`src/rtl/tc_pkg.sv`:
```
// Shared constants and state encoding for the timing-channel stream reader.
package tc_pkg;

  localparam int unsigned FIELD_W        = 16;
  localparam int unsigned DIN_W          = 2 * FIELD_W;
  localparam int unsigned CNT_W          = 16;
  localparam int unsigned ALIGN_W        = 4;
  localparam int unsigned FRAME_LEN_DEF  = 1024;
  localparam int unsigned ALIGN_SKIP_DEF = 1;

  typedef enum logic [1:0] {
    ST_IDLE  = 2'd0,
    ST_ALIGN = 2'd1,
    ST_RUN   = 2'd2
  } state_e;

endpackage

```
`src/rtl/tc_stream_reader.sv`:
```
// Reads packed {x0, x0z} words from a FIFO once it is read-enabled, drops the
// first ALIGN_SKIP words to absorb read latency, and frames the stream with
// sof/eof markers and a completed-frame counter.
module tc_stream_reader
  import tc_pkg::*;
#(
  parameter int unsigned FRAME_LEN  = FRAME_LEN_DEF,
  parameter int unsigned ALIGN_SKIP = ALIGN_SKIP_DEF
) (
  input  logic               clk,
  input  logic               rst,
  input  logic [DIN_W-1:0]   fifo_tc_datain,
  input  logic               trigger_tc_ready_i,
  output logic [FIELD_W-1:0] x0_o,
  output logic [FIELD_W-1:0] x0z_o,
  output logic               data_valid_o,
  output logic               sof_o,
  output logic               eof_o,
  output logic [CNT_W-1:0]   frame_cnt_o,
  output logic               ready_lost_o
);

  localparam int unsigned        IDX_W    = $clog2(FRAME_LEN);
  localparam logic [IDX_W-1:0]   LAST_IDX = IDX_W'(FRAME_LEN - 1);
  localparam logic [ALIGN_W-1:0] SKIP_N   = ALIGN_W'(ALIGN_SKIP);

  state_e               r_state;
  logic [IDX_W-1:0]     r_idx;
  logic [ALIGN_W-1:0]   r_align_cnt;
  logic [FIELD_W-1:0]   r_x0;
  logic [FIELD_W-1:0]   r_x0z;
  logic                 r_valid;
  logic                 r_sof;
  logic                 r_eof;
  logic [CNT_W-1:0]     r_frame_cnt;
  logic                 r_ready_lost;

  logic                 w_capture;
  logic                 w_last;

  assign w_last = (r_idx == LAST_IDX);

  // Decide whether this cycle's FIFO word is a real sample. The last
  // discarded-count cycle of ALIGN already carries valid data, and with no
  // skip the very cycle ready rises is the first sample.
  always_comb begin
    w_capture = 1'b0;
    if (trigger_tc_ready_i) begin
      case (r_state)
        ST_IDLE:  w_capture = (ALIGN_SKIP == 0);
        ST_ALIGN: w_capture = (r_align_cnt == SKIP_N);
        ST_RUN:   w_capture = 1'b1;
        default:  w_capture = 1'b0;
      endcase
    end
  end

  // State sequencing, sample capture, framing and the sticky ready-lost flag.
  always_ff @(posedge clk) begin
    if (rst) begin
      r_state      <= ST_IDLE;
      r_idx        <= '0;
      r_align_cnt  <= '0;
      r_x0         <= '0;
      r_x0z        <= '0;
      r_valid      <= 1'b0;
      r_sof        <= 1'b0;
      r_eof        <= 1'b0;
      r_frame_cnt  <= '0;
      r_ready_lost <= 1'b0;
    end else begin
      r_valid <= 1'b0;
      r_sof   <= 1'b0;
      r_eof   <= 1'b0;

      case (r_state)
        ST_IDLE: begin
          if (trigger_tc_ready_i) begin
            if (ALIGN_SKIP == 0) begin
              r_state <= ST_RUN;
            end else begin
              // The cycle ready rises is the first discarded word.
              r_state     <= ST_ALIGN;
              r_align_cnt <= ALIGN_W'(1);
            end
          end
        end
        ST_ALIGN: begin
          if (!trigger_tc_ready_i) begin
            r_state     <= ST_IDLE;
            r_align_cnt <= '0;
            r_idx       <= '0;
          end else if (r_align_cnt == SKIP_N) begin
            r_state     <= ST_RUN;
            r_align_cnt <= '0;
          end else begin
            r_align_cnt <= r_align_cnt + ALIGN_W'(1);
          end
        end
        ST_RUN: begin
          if (!trigger_tc_ready_i) begin
            r_state      <= ST_IDLE;
            r_idx        <= '0;
            r_ready_lost <= 1'b1;
          end
        end
        default: begin
          r_state     <= ST_IDLE;
          r_idx       <= '0;
          r_align_cnt <= '0;
        end
      endcase

      if (w_capture) begin
        r_x0    <= fifo_tc_datain[DIN_W-1:FIELD_W];
        r_x0z   <= fifo_tc_datain[FIELD_W-1:0];
        r_valid <= 1'b1;
        r_sof   <= (r_idx == '0);
        r_eof   <= w_last;
        r_idx   <= w_last ? '0 : r_idx + IDX_W'(1);
        if (w_last) begin
          r_frame_cnt <= r_frame_cnt + CNT_W'(1);
        end
      end
    end
  end

  assign x0_o         = r_x0;
  assign x0z_o        = r_x0z;
  assign data_valid_o = r_valid;
  assign sof_o        = r_sof;
  assign eof_o        = r_eof;
  assign frame_cnt_o  = r_frame_cnt;
  assign ready_lost_o = r_ready_lost;

endmodule

```
`config.mk`:
```
export PLATFORM = sky130hd
export DESIGN_NAME = tc_stream_reader
export DESIGN_NICKNAME = d
export VERILOG_FILES = /design/src/rtl/tc_pkg.sv /design/src/rtl/tc_stream_reader.sv
export SDC_FILE = /design/constraint.sdc
export NUM_CORES = 1
export LEC_CHECK = 0
export CORE_MARGIN = 2
export CORE_UTILIZATION = 43
export CTS_BUF_LIST = sky130_fd_sc_hd__clkbuf_8 sky130_fd_sc_hd__clkbuf_16
export CTS_CLUSTER_DIAMETER = 30
export DETAILED_ROUTE_END_ITERATION = 8
export PLACE_DENSITY = 0.87
export SLEW_MARGIN = 15
export SYNTH_ARGS = -nofsm -noshare
export SYNTH_HDL_FRONTEND = slang
export SYNTH_SLANG_ARGS = --single-unit
```
`constraint.sdc`:
```
create_clock -name clk -period 2 [get_ports clk]
set_clock_uncertainty 0.05 [all_clocks]
set_input_delay 0.4 -clock clk [delete_from_list [all_inputs] [get_ports clk]]
set_output_delay 0.4 -clock clk [all_outputs]
set_load 0.05 [all_outputs]
```
==> results.cfg <==
[run_status]
status = complete, no violations

[routing]
wl_per_cell_um = 14.6
viasPerCell = 5.45
drcViolationCount = 0
drtPass1Iterations = 7
num_vias = 3167
drt_wl_total_um = 8500
drtIter0Drc = 225
ant_nets = 0

[floorplan]
die_area_um2 = 7680
die_x_um = 87.6
num_io_pins = 87
initial_utilization = 0.443
row_count = 30
coreArea_um2 = 6790
die-height_um = 87.6

[timing]
finalSetupViolations = 0
period_share = 0.973
setup_tns_ns = 0
max_freq_mhz = 514
final_max_slew_viol_count = 0
fin_crit_ns = 1.95
timing.slew.headroom = 0.644
finalHoldViolCount = 0
grt_setup_unrepaired = false
tightest_slew_ns = 0.533

[yosys]
synth_top_flop_cell = dfxtp_1
ys_types = 41
yosys.area.top_type = dfxtp_1
netlist_instances = 367
ys_ff_latch = 68
netlist_area_um2 = 3010
synth.area.top_cells = dfxtp_1 (45%), a21oi_1 (9.5%), nand2_1 (9.2%), ha_1 (3.7%), o31ai_1 (3.2%)
synth-edff-count = 0
async_flop_share = 0
synth_top_area_share = 0.453
ys_seq_area_frac = 0.453
synth_fp_nets = 411
syn_area_per_cell_um2 = 8.20
ys_warn_count = 0

[layout]
register_area_um2 = 1360
drive_above_1_share = 0.165
nFillCells = 529
final_core_util = 0.667
antenna_cells = 0
area.growth.synth_to_final_pct = 50.7
nets = 524
multi_input_area_um2 = 1630

[global_route]
grt_pass1_vias = 2961
grt_max_degree = 33
antenna_found_initial = 0
grt_overflow = 0
grt_use_total = 0.219
grt_pass1_wl_um = 13400

[setup_path]
crit_arrival_ns = 1.50
critPathBufInv = 1
crit_type = flop to output pin
worstPathCellList = clkdlybuf4s50_1
max_stage_delay_ns = 0.82
crit_fanout = 2
slowest_stage = clkdlybuf4s50_1
worst_setup_path_end_kind = output pin
cp_top_family = buffers and inverters
rrSetupSlack_ns = 0.07
cp-start-kind = flop
crit_required_ns = 1.55

[clocking]
numCtsBuffers = 9
cts_tree = done
htreeDepth = 3
clkTransAtPathRegs_ns = 0.07
clk_root_buffer_cell = clkbuf_8
clk_latency_ns = 0.33
ctsHoldBuffers = 0
clock-sinks = 68
clock_path_buffers = 2

[place]
port-buffer-count = 86
hpwl_um = 5670
gp_congestion = 0.868

[power]
power.internal_mw = 2.38
finalPower_mw = 3.13
p_clk_frac = 0.432
peakVddDrop_mv = 0.435
pwr-share-comb = 0.125
switchingPower_mw = 0.746
seq_power_share = 0.443
swShare = 0.238
p_per_area_nw_per_um2 = 691
p_leak_nw = 1.64

[min_path]
hp-class = input port to flop

[flow_run]
maxCapViolations = 0
[synthesized netlist by cell type, types with 2 or more instances]
master     n
a211oi_1   2
a21o_1     2
a21oi_1   57
and3_1     2
and4_1     5
buf_1      2
buf_2      4
clkbuf_1  14
dfxtp_1   68
ha_1       9
inv_1      9
nand2_1   74
nand3_1   14
nand4_1    6
nand4b_1   2
nor2_1    19
nor2b_1    3
nor3_1     9
nor3b_1    2
o21ai_0   11
o31ai_1   13
or3_1      7
or4_1     12
xnor2_1    3
xor2_1     2
[layer usage]
layer	global-route usage	wire, µm	vias to the layer above	share of wire
li1	-	-	1540	-
met1	0.262	3440	1491	0.40
met2	0.366	4290	117	0.50
met3	0.0481	537	19	0.063
met4	0.116	239	0	0.028
met5	0	0	-	0
[metrics by stage]
stage                     instances  hold WS (ns)  worst slack (ns)  area, µm²
after floorplan                 367         0.416            0.0113       3010
after global placement          562         0.391            -0.247       4160
after detailed placement        562         0.396            -0.329       4160
after CTS                       578         0.372            0.0110       4410
after global routing            581         0.404          0.000343       4530
final                           581         0.398            0.0541       4530
[layout make-up]
cell class              count  area share
clock inverters             7      0.0254
multi-input cells         270       0.359
flip-flops and latches     68       0.301
repair buffers            122       0.254
clock buffers               9      0.0273
inverters                   9     0.00745
well taps                  96      0.0265
[timing repair]
action,4_1_cts,5_1_grt
buffers inserted,0,1
setup endpoints to repair,21,26
pin swaps,0,1
gates resized for setup,11,19
cloned,0,2
[power groups by stage]
stage	Clock (mW)	Combinational (mW)	Sequential, mW
after floorplan	0	0.137	1.45
after global placement	0	0.340	1.41
after detailed placement	0	0.351	1.42
after CTS	1.38	0.358	1.39
after global routing	1.43	0.425	1.39
final	1.35	0.392	1.39
[registers in the layout, indices dropped and copies added, names as in the netlist]
name,flops
frame_cnt_o,16
x0_o,16
x0z_o,16
r_idx,10
r_align_cnt,4
r_state,2
data_valid_o,1
eof_o,1
ready_lost_o,1
sof_o,1
[final timing paths]
kind                            cells after the start             startpoint                           to
worst max-delay path                                1  x0_o[12]$_SDFFE_PP0P_                     x0_o[12]
worst min-delay path                                2                    rst  frame_cnt_o[1]$_SDFFE_PP0P_
worst max register to register                      6  r_idx[0]$_SDFFE_PP0P_  frame_cnt_o[6]$_SDFFE_PP0P_
worst min register to register                      2  x0z_o[7]$_SDFFE_PP0P_        x0z_o[7]$_SDFFE_PP0P_
[cells in the final DEF (no fill, tap or decap), drive strengths merged, types with 6 or more instances in the layout]
cell type / instances
and4: 6
nor3: 9
nor2: 19
nand2: 74
buf: 44
o21ai: 11
or4: 12
nand4: 6
o31ai: 13
or3: 7
nand3: 14
ha: 9
dfxtp: 68
dlygate4sd2: 6
inv: 9
clkdlybuf4s50: 67
clkbuf: 10
a21oi: 57
[cells by family after synthesis]
logic type / Yosys count / synth area share
AO/OA/AOI/OAI: 93 / 0.184
adder cells (fa/ha/maj): 9 / 0.0374
AND/OR/NAND/NOR: 161 / 0.266
buffers and inverters: 30 / 0.0416
XOR/XNOR: 5 / 0.0146
flip-flops: 68 / 0.453
multiplexers: 1 / 0.00374
No activity file was read; power rests on OpenSTA's default activity.
